**src/rtl/brief_lb_seq_if.sv**
```systemverilog
// BRIEF line-buffer sequencer bus: raster pixel stream in,
// SRAM port control and window-centre tracking out.
interface brief_lb_seq_if;
   logic       i_pixel_valid;
   logic       i_start;
   logic [7:0] i_pixel;
   logic       o_sram_wen;
   logic [9:0] o_sram_addr_wr;
   logic [9:0] o_sram_addr_rd;
   logic [7:0] o_sram_d;
   logic       o_win_valid;
   logic [9:0] o_coor_x;
   logic [9:0] o_coor_y;
   logic       o_start;
   logic       o_end;
   logic       o_busy;

   modport master (
      output i_pixel_valid, i_start, i_pixel,
      input  o_sram_wen, o_sram_addr_wr, o_sram_addr_rd, o_sram_d,
      input  o_win_valid, o_coor_x, o_coor_y,
      input  o_start, o_end, o_busy
   );

   modport slave (
      input  i_pixel_valid, i_start, i_pixel,
      output o_sram_wen, o_sram_addr_wr, o_sram_addr_rd, o_sram_d,
      output o_win_valid, o_coor_x, o_coor_y,
      output o_start, o_end, o_busy
   );
endinterface

```
**src/rtl/brief_lb_seq.sv**
```systemverilog
// BRIEF line-buffer sequencer: circular SRAM addressing,
// window fill latency and raster window-centre tracking.
module brief_lb_seq #(
   parameter int WIDTH  = 640,
   parameter int HEIGHT = 480,
   parameter int R      = 15
) (
   input  logic           i_clk,
   input  logic           i_rst_n,
   brief_lb_seq_if.slave  bus
);
   localparam int FILL_LEN = R * WIDTH + R;
   localparam int NPIX     = WIDTH * HEIGHT;

   localparam logic [9:0]  X_MAX  = 10'(WIDTH - 1);
   localparam logic [9:0]  Y_MAX  = 10'(HEIGHT - 1);
   localparam logic [19:0] FILL_M = 20'(FILL_LEN - 1);
   localparam logic [19:0] NPIX_M = 20'(NPIX - 1);
   localparam logic [19:0] NPIX_C = 20'(NPIX);

   typedef enum logic [1:0] {IDLE, FILL, WORK, FLUSH} state_t;

   state_t      state;
   logic [19:0] in_cnt;
   logic [9:0]  cx, cy;
   logic        wen_q, wv_q, st_q, en_q, busy_q;
   logic [9:0]  wr_q, rd_q, ox_q, oy_q;
   logic [7:0]  d_q;
   logic [9:0]  wr_nx, rd_nx;
   logic        last;

   assign wr_nx = (wr_q == X_MAX) ? '0 : wr_q + 10'd1;
   assign rd_nx = (wr_nx == X_MAX) ? '0 : wr_nx + 10'd1;
   assign last  = (cx == X_MAX) && (cy == Y_MAX);

   always_ff @(posedge i_clk or negedge i_rst_n) begin
      if (!i_rst_n) begin
         state  <= IDLE;
         in_cnt <= '0;
         cx     <= '0;
         cy     <= '0;
         wen_q  <= 1'b1;
         wr_q   <= '0;
         rd_q   <= '0;
         d_q    <= '0;
         wv_q   <= 1'b0;
         ox_q   <= '0;
         oy_q   <= '0;
         st_q   <= 1'b0;
         en_q   <= 1'b0;
         busy_q <= 1'b0;
      end else if (!bus.i_pixel_valid) begin
         wen_q <= 1'b1;
         wv_q  <= 1'b0;
         st_q  <= 1'b0;
         en_q  <= 1'b0;
      end else begin
         st_q <= 1'b0;
         en_q <= 1'b0;
         wv_q <= 1'b0;
         ox_q <= '0;
         oy_q <= '0;
         if (bus.i_start) begin
            // restart beats end-of-frame; abort reports o_end too
            st_q   <= 1'b1;
            en_q   <= (state != IDLE);
            state  <= FILL;
            busy_q <= 1'b1;
            in_cnt <= 20'd1;
            wr_q   <= '0;
            rd_q   <= '0;
            wen_q  <= 1'b0;
            d_q    <= bus.i_pixel;
            cx     <= '0;
            cy     <= '0;
         end else if (state == IDLE) begin
            wen_q <= 1'b1;
         end else begin
            wen_q <= 1'b0;
            d_q   <= (state == FLUSH) ? 8'd0 : bus.i_pixel;
            wr_q  <= wr_nx;
            rd_q  <= rd_nx;
            if (in_cnt != NPIX_C)
               in_cnt <= in_cnt + 20'd1;
            unique case (state)
               FILL: begin
                  if (in_cnt == FILL_M)
                     state <= WORK;
               end
               WORK, FLUSH: begin
                  wv_q <= 1'b1;
                  ox_q <= cx;
                  oy_q <= cy;
                  if (last) begin
                     cx     <= '0;
                     cy     <= '0;
                     en_q   <= 1'b1;
                     state  <= IDLE;
                     busy_q <= 1'b0;
                  end else begin
                     if (cx == X_MAX) begin
                        cx <= '0;
                        cy <= cy + 10'd1;
                     end else begin
                        cx <= cx + 10'd1;
                     end
                     if (state == WORK && in_cnt == NPIX_M)
                        state <= FLUSH;
                  end
               end
               default: ;
            endcase
         end
      end
   end

   assign bus.o_sram_wen     = wen_q;
   assign bus.o_sram_addr_wr = wr_q;
   assign bus.o_sram_addr_rd = rd_q;
   assign bus.o_sram_d       = d_q;
   assign bus.o_win_valid    = wv_q;
   assign bus.o_coor_x       = ox_q;
   assign bus.o_coor_y       = oy_q;
   assign bus.o_start        = st_q;
   assign bus.o_end          = en_q;
   assign bus.o_busy         = busy_q;
endmodule
```
**src/flat_wrapper.sv**
```systemverilog
// flat-port wrapper written by rule: the top's interface ports become plain ports
module brief_lb_seq_flat 
#(
   parameter int WIDTH  = 640,
   parameter int HEIGHT = 480,
   parameter int R      = 15
)
  (i_clk, i_rst_n, bus_i_pixel_valid, bus_i_start, bus_i_pixel, bus_o_sram_wen, bus_o_sram_addr_wr, bus_o_sram_addr_rd, bus_o_sram_d, bus_o_win_valid, bus_o_coor_x, bus_o_coor_y, bus_o_start, bus_o_end, bus_o_busy);
  brief_lb_seq_if bus_i ();
  input  logic i_clk;
  input  logic i_rst_n;
  input wire logic [$bits(bus_i.i_pixel_valid)-1:0] bus_i_pixel_valid;
  input wire logic [$bits(bus_i.i_start)-1:0] bus_i_start;
  input wire logic [$bits(bus_i.i_pixel)-1:0] bus_i_pixel;
  output wire logic [$bits(bus_i.o_sram_wen)-1:0] bus_o_sram_wen;
  output wire logic [$bits(bus_i.o_sram_addr_wr)-1:0] bus_o_sram_addr_wr;
  output wire logic [$bits(bus_i.o_sram_addr_rd)-1:0] bus_o_sram_addr_rd;
  output wire logic [$bits(bus_i.o_sram_d)-1:0] bus_o_sram_d;
  output wire logic [$bits(bus_i.o_win_valid)-1:0] bus_o_win_valid;
  output wire logic [$bits(bus_i.o_coor_x)-1:0] bus_o_coor_x;
  output wire logic [$bits(bus_i.o_coor_y)-1:0] bus_o_coor_y;
  output wire logic [$bits(bus_i.o_start)-1:0] bus_o_start;
  output wire logic [$bits(bus_i.o_end)-1:0] bus_o_end;
  output wire logic [$bits(bus_i.o_busy)-1:0] bus_o_busy;
  assign bus_i.i_pixel_valid = bus_i_pixel_valid;
  assign bus_i.i_start = bus_i_start;
  assign bus_i.i_pixel = bus_i_pixel;
  assign bus_o_sram_wen = bus_i.o_sram_wen;
  assign bus_o_sram_addr_wr = bus_i.o_sram_addr_wr;
  assign bus_o_sram_addr_rd = bus_i.o_sram_addr_rd;
  assign bus_o_sram_d = bus_i.o_sram_d;
  assign bus_o_win_valid = bus_i.o_win_valid;
  assign bus_o_coor_x = bus_i.o_coor_x;
  assign bus_o_coor_y = bus_i.o_coor_y;
  assign bus_o_start = bus_i.o_start;
  assign bus_o_end = bus_i.o_end;
  assign bus_o_busy = bus_i.o_busy;
  brief_lb_seq #(.WIDTH(WIDTH), .HEIGHT(HEIGHT), .R(R)) u_core (.i_clk(i_clk), .i_rst_n(i_rst_n), .bus(bus_i));
endmodule
```
**config.mk**
```make
export PLATFORM = sky130hd
export DESIGN_NAME = brief_lb_seq_flat
export DESIGN_NICKNAME = d
export VERILOG_FILES = /design/src/rtl/brief_lb_seq_if.sv /design/src/rtl/brief_lb_seq.sv /design/src/flat_wrapper.sv
export SDC_FILE = /design/constraint.sdc
export NUM_CORES = 1
export LEC_CHECK = 0
export ABC_AREA = 1
export BUFFER_PORTS_ARGS = -buffer_cell sky130_fd_sc_hd__buf_4
export CORE_MARGIN = 10
export CORE_UTILIZATION = 63
export DETAILED_ROUTE_END_ITERATION = 6
export HOLD_SLACK_MARGIN = 0.12
export PLACE_DENSITY = 0.89
export SLEW_MARGIN = 20
export SYNTH_ARGS = -nofsm -noshare
export SYNTH_HDL_FRONTEND = slang
export SYNTH_SLANG_ARGS = --single-unit
```
**constraint.sdc**
```tcl
create_clock -name i_clk -period 3.9 [get_ports i_clk]
set_input_delay 0.39 -clock i_clk [delete_from_list [all_inputs] [get_ports i_clk]]
set_output_delay 0.39 -clock i_clk [all_outputs]
set_load 0.02 [all_outputs]
```
==> results of run 1 <==
## sequential cells by signal (all words and copies together), names as in the netlist
register                   flops
u_core.bus.o_win_valid         1
u_core.bus.o_sram_wen          1
u_core.bus.o_start             1
u_core.bus.o_sram_addr_rd     10
u_core.in_cnt                 20
u_core.bus.o_coor_x           10
u_core.cx                     10
u_core.bus.o_coor_y           10
u_core.bus.o_end               1
u_core.bus.o_sram_d            8
u_core.bus.o_busy              1
u_core.cy                     10
u_core.state                   2
u_core.bus.o_sram_addr_wr     10
## report_power, final
group | internal (mW) | switching, mW | total (mW)
logic | 0.158 | 0.307 | 0.465
clock network | 0.259 | 0.407 | 0.666
registers | 1.06 | 0.0836 | 1.15
## layout by cell type, fill, tap and decap left out, types with 14 or more instances in the layout
cell type,instances
dfrtp_1,94
nand3_1,54
buf_4,66
nand4_1,15
xor2_1,14
nor2_1,52
inv_1,64
o21ai_0,47
nand2_1,160
nor3_1,14
## cells in the mapped netlist (all sizes together) (9+ instances only)
| cell type | n |
|---|---|
| nand4 | 15 |
| o21ai | 69 |
| dfrtp | 94 |
| inv | 71 |
| o22ai | 9 |
| nor3 | 17 |
| nor2 | 62 |
| nand2 | 173 |
| xor2 | 14 |
| nand3 | 57 |
| a21oi | 11 |
| buf | 9 |
## logic make-up after synthesis
kind of cell	synth area share
DFF	0.4656
and+or+nand+nor	0.3025
AOI/OAI and AO/OA	0.1134
adders and majority gates	0.01714
buffers and inverters	0.07568
xor gates and xnor gates	0.02572
## layer usage
metal  vias to the layer above  global-route usage
li1                       2220                   -
met1                      2107              0.2775
met2                       188              0.3251
met3                        44             0.04237
met4                         0             0.08643
met5                         -                   0
## path summary, 6_finish.rpt
check | endpoint | slack, ns | depth (start not counted)
max | u_core.cy[5]$_DFFE_PN0P_ | 1.78 | 9
min | u_core.bus.o_sram_addr_rd[7]$_DFFE_PN0P_ | 0.11 | 1
max reg2reg | u_core.cy[5]$_DFFE_PN0P_ | 1.78 | 9
min reg2reg | u_core.cy[8]$_DFFE_PN0P_ | 0.45 | 1
max in group asynchronous | u_core.cy[0]$_DFFE_PN0P_ | 2.93 | 2
min in group i_clk | u_core.bus.o_sram_d[4]$_DFFE_PN0P_ | 0.29 | 3
## critical path, stage by stage, from the launching register on
cell and delay [ns]:
dfrtp_1 0.38, ha_1 0.23, nand3_2 0.09, nor2_2 0.16, nand2_2 0.11, nor2_4 0.16
nor2_2 0.09, nor2_4 0.32, nand2_1 0.24, and3_1 0.22
## through the flow
stage	util	total power [mW]
after global routing	0.7471	2.390
final	0.7471	2.280
after global placement	0.7205	1.605
after floorplan	-	1.448
after CTS	0.7471	2.290
after detailed placement	0.7205	1.626
## final cells by class
type / instances / share of cell area
clock buffer: 9 / 0.02124
timing repair buffer: 66 / 0.08494
clock inverter: 7 / 0.01437
inverter: 72 / 0.04805
sequential: 95 / 0.4078
multi-input combinational: 456 / 0.4018
tap: 102 / 0.02188
==> metrics.md, run 1 <==
| Metric | Value |
|---|---|
| Crit path time final | 2.116 ns |
| Clk pin slew, worst setup/hold paths | 0.11 ns |
| Area growth syn-to-layout | 14.18% |
| Synth Area per Inst | 8.007 um2 |
| Gate Count Post-Synth | 638 |
| Met2 wire len | 5.787 mm |
| Max cap viols | 0 |
| Final setup violating endpoints | 0 |
| Synth cell types | 46 |
| Max Freq | 0.4727 GHz |
| Critical path type | register to register |
| Post-synth EDFFs | 0 |
| Post-synth top area share | 0.4604 |
| Post-CTS sizing | 0 |
| Vias | 4559 |
| Io pins | 65 |
| Met3 routed WL | 1.021 mm |
| RePlAce Congestion | 0.9202 |
| CTS tree | yes |
| #FFs+latches synth | 95 |
| P per Cell Area | 390.8 nW/um2 |
| Total CTS buffers | 9 |
| Nets | 719 |
| Max transition margin | 0.4174 |
| Hold-fix buffers at CTS | 0 |
| Die ar. | 12110 um2 |
| Worst hold path type | input pin to asynchronous set/reset pin |
| Synth area leaders | dfrtp_1 46%, nand2_1 12%, nand3_1 5.3% |
| RSZ-0062 raised after global routing | no |
| Peak supply drop | 0.2036 mV |
| Post-DP HPWL | 9.311 mm |
| Sequential area share after synthesis | 0.4656 |
| Final setup TNS | 0 ns |
| Synth area leader | dfrtp_1 |
| CORE AREA | 7807 um2 |
| Post-synthesis async set-or-reset flop share | 1.000 |
| Max Used Layer | met4 |
| Fillers | 568 |
| # diodes | 0 |
| Cell area after placement | 5625 um2 |
| Global Route Usage Sum | 0.2083 |
| # H-tree levels | 3 |
| Critical Path RT | 4.17 ns |
| Clk Latency, worst-skew pair | 0.38 ns |
| Layout cell share with drive strength beyond 1 | 0.1929 |
| Overall routed net length | 12.53 mm |
| Multi-input gate area | 2344 um2 |
| Height of the die | 110.1 um |
| Post-layout worst setup margin | 1.784 ns |
| IO Port Bufs | 64 |
| Reg2Reg Launch Point | u_core.cx[0]$_DFFE_PN0P_ |
| Pleak | 2.720 nW |
| Vias/cell | 5.649 |
| Worst-margin pin slew | 0.8739 ns |
| First-pass GRT wire length | 20.22 mm |
| Largest net degree at the start of global routing | 74 |
| Clock sink total | 95 |
| Die Wd | 110.1 um |
| Status | finished, final reports clean |
| Crit path arrival time | 2.38 ns |
| Met1 wire length | 5.367 mm |
| Yosys warnings | 0 |
| Sequential cell area | 2379 um2 |
| # placed instances | 791 |
| Maximum fanout along the worst path | 16 |
| Fin. Hold Viols | 0 |
| Vias in the first global route | 4150 |
| Synth Flop Type | dfrtp_1 |
| Worst Skew | 0.01600 ns |
| Syn Nets | 657 |
| Tcrit/Tclk final | 0.5425 |
| FP Rows | 32 |
| Initial DRC count | 291 |
| Drt pass-1 iters | 7 |
| Final Cell Area | 5833 um2 |
| Finished Layout Cells | 807 |
| Mapped Area | 5109 um2 |
| Crit start category | register |
| Post-CTS setup buffer count | 0 |
| DRT antenna net count | 0 |
| Crit path from | u_core.cx[0]$_DFFE_PN0P_ |
| CTS Root Cell | clkbuf_8 |
| Initial antenna violation count | 0 |
| WHS | 0.1132 ns |
| Post-route DRC | 0 |
| Mean routed wirelength per cell | 15.52 um |
| Clk buf depth | 2 |
| Gr ovfl total | 0 |
| Starting Density | 0.6543 |
| CP endpoint kind | register |
| Final Max Tran Viols | 0 |
| Dpl ws | 1.631 ns |
No activity file was read; power rests on OpenSTA's default activity.
==> inputs of run 2 (changes only) <==
--- a/config.mk
+++ b/config.mk
@@ -8,10 +8,10 @@
 export ABC_AREA = 1
 export BUFFER_PORTS_ARGS = -buffer_cell sky130_fd_sc_hd__buf_4
 export CORE_MARGIN = 10
-export CORE_UTILIZATION = 63
+export CORE_UTILIZATION = 58
 export DETAILED_ROUTE_END_ITERATION = 6
 export HOLD_SLACK_MARGIN = 0.12
-export PLACE_DENSITY = 0.89
+export PLACE_DENSITY = 0.83
 export SLEW_MARGIN = 20
 export SYNTH_ARGS = -nofsm -noshare
 export SYNTH_HDL_FRONTEND = slang
==> constraint.sdc (replaced) <==
create_clock -name i_clk -period 2 [get_ports i_clk]
set_input_delay 0.2 -clock i_clk [delete_from_list [all_inputs] [get_ports i_clk]]
set_output_delay 0.2 -clock i_clk [all_outputs]
set_load 0.02 [all_outputs]
==> metrics.md, run 2 (same netlist as run 1, synthesis figures left out) <==
| Metric | Value |
|---|---|
| Die ar. | 12960 um2 |
| Gr ovfl total | 0 |
| Worst R2R Setup Slack | 0.09 ns |
| Crit path arrival time | 2.16 ns |
| Mean routed wirelength per cell | 15.48 um |
| Area growth syn-to-layout | 18.52% |
| Worst Skew | 0.02073 ns |
| Finished Layout Cells | 835 |
| Clk Latency, worst-skew pair | 0.36 ns |
| FP Rows | 34 |
| Most common cell after layout, fill and taps aside | nand2_1 |
| Dpl ws | 0.07892 ns |
| Initial antenna violation count | 0 |
| Drt pass-1 iters | 5 |
| RSZ-0062 raised after global routing | yes |
| Commonest non-fill, non-tap cells in the layout | 159 x nand2_1, 92 x dfrtp_1, 81 x buf_4 |
| IO Port Bufs | 64 |
| P per Cell Area | 757.6 nW/um2 |
| DRT antenna net count | 0 |
| Max transition margin | 0.7238 |
| NetSw | 1.482 mW |
| Combinational Power Share | 0.221 |
| CTS Root Cell | clkbuf_8 |
| Worst hold path type | input pin to register |
| Crit start category | register |
| # placed instances | 809 |
| Critical Path RT | 2.26 ns |
| Total CTS buffers | 9 |
| Sequential cell area | 2381 um2 |
| Maximum fanout along the worst path | 8 |
| WHS | 0.1385 ns |
| Internal | 3.105 mW |
| Reg2Reg Launch Point | u_core.bus.o_sram_addr_wr[0]$_DFFE_PN0P_ |
| Tcrit/Tclk final | 0.9529 |
| Starting Density | 0.5916 |
| Die Wd | 113.9 um |
| Critical path type | register to register |
| Largest net degree at the start of global routing | 53 |
| Cell area after placement | 5736 um2 |
| CTS tree | yes |
| Status | finished, final reports clean |
| Crit path from | u_core.bus.o_sram_addr_wr[0]$_DFFE_PN0P_ |
| Largest register FFs | 20 |
| Fillers | 686 |
| Multi-input gate area | 2365 um2 |
| Initial DRC count | 324 |
| Vias in the first global route | 4531 |
| Post-DP HPWL | 9.271 mm |
| Max cap viols | 0 |
| Clock sink total | 95 |
| Final Cell Area | 6055 um2 |
| CORE AREA | 8636 um2 |
| Source of the worst hold timing path | bus_i_pixel[7] |
| Final Max Tran Viols | 0 |
| Power Total | 4.587 mW |
| Height of the die | 113.9 um |
| Switching portion of total power | 0.3231 |
| Flop pwr share | 0.483 |
| Global Route Usage Sum | 0.1988 |
| First-pass GRT wire length | 21.73 mm |
| Layout cell share with drive strength beyond 1 | 0.2160 |
| Overall routed net length | 12.93 mm |
| # H-tree levels | 3 |
| Fin. Hold Viols | 0 |
| Post-layout worst setup margin | 0.09419 ns |
| Pleak | 2.825 nW |
| Vias/cell | 5.590 |
| Clk buf depth | 2 |
| Nets | 741 |
| # diodes | 0 |
| Worst-margin pin slew | 0.4112 ns |
| Max Freq | 0.5247 GHz |
| Share of total power in the clock network | 0.296 |
| Vias | 4668 |
| Peak supply drop | 0.5601 mV |
| Top reg by flops | u_core.in_cnt |
| Post-route DRC | 0 |
| Clk pin slew, worst setup/hold paths | 0.09 ns |
| Final setup violating endpoints | 0 |
| Io pins | 65 |
| CP endpoint kind | register |
| RePlAce Congestion | 0.9425 |
| Crit path time final | 1.906 ns |
[run 2: worst paths after layout]
check / to / depth (start not counted)
setup reg to reg: u_core.bus.o_sram_addr_rd[4]$_DFFE_PN0P_ / 12
max in group asynchronous: u_core.in_cnt[4]$_DFFE_PN0P_ / 3
setup / recovery: u_core.bus.o_sram_addr_rd[4]$_DFFE_PN0P_ / 12
hold reg to reg: u_core.cy[8]$_DFFE_PN0P_ / 1
min in group asynchronous: u_core.bus.o_sram_addr_rd[8]$_DFFE_PN0P_ / 2
hold / removal: u_core.bus.o_sram_d[7]$_DFFE_PN0P_ / 3
[run 2: layer usage]
| layer | wire length, um | track usage |
|---|---|---|
| met5 | 0 | 0 |
| met2 | 6024 | 0.3100 |
| met3 | 843 | 0.04829 |
| met4 | 212 | 0.07018 |
| met1 | 5845 | 0.2639 |
[run 2: area by class of cell]
| type | instances | area share |
|---|---|---|
| well taps | 108 | 0.02232 |
| multi-input cells | 457 | 0.3906 |
| flip-flops and latches | 95 | 0.3933 |
| clock buffers | 11 | 0.02501 |
| clock inverters | 5 | 0.01054 |
| repair buffers | 87 | 0.1120 |
| inverters | 72 | 0.04629 |
[run 2: stage by stage]
step	TNS [ns]	utilization
after detailed placement	0	0.6642
after CTS	0	0.6949
after floorplan	0	-
final	0	0.7011
after global placement	0	0.6642
after global routing	-0.05638	0.7011
[run 2: power groups by stage]
stage               logic [mW]  registers [mW]  clock network, mW
global route              1.13            2.24               1.45
detailed placement       0.965            2.25                  0
floorplan                0.480            2.34                  0
CTS                      0.988            2.21               1.37
global placement         0.939            2.24                  0
finish                    1.02            2.21               1.36
[run 2: critical path, stage by stage, from the launching register on]
cell and delay, ns:
dfrtp_2 0.42, ha_1 0.20, nand2_2 0.12, nor2_4 0.19
nand2_1 0.08, nand2_2 0.11, inv_1 0.09, nor2_1 0.12
nand3_1 0.10, nand2_1 0.11, nand2_2 0.12, nand3_1 0.10
nand2_1 0.05
[run 2: repair_timing]
item,in CTS,in global routing
buffers inserted,0,4
hold buffers,5,0
resized for setup,0,6
endpoints found under the setup margin,0,14
endpoints found under the hold margin,90,0
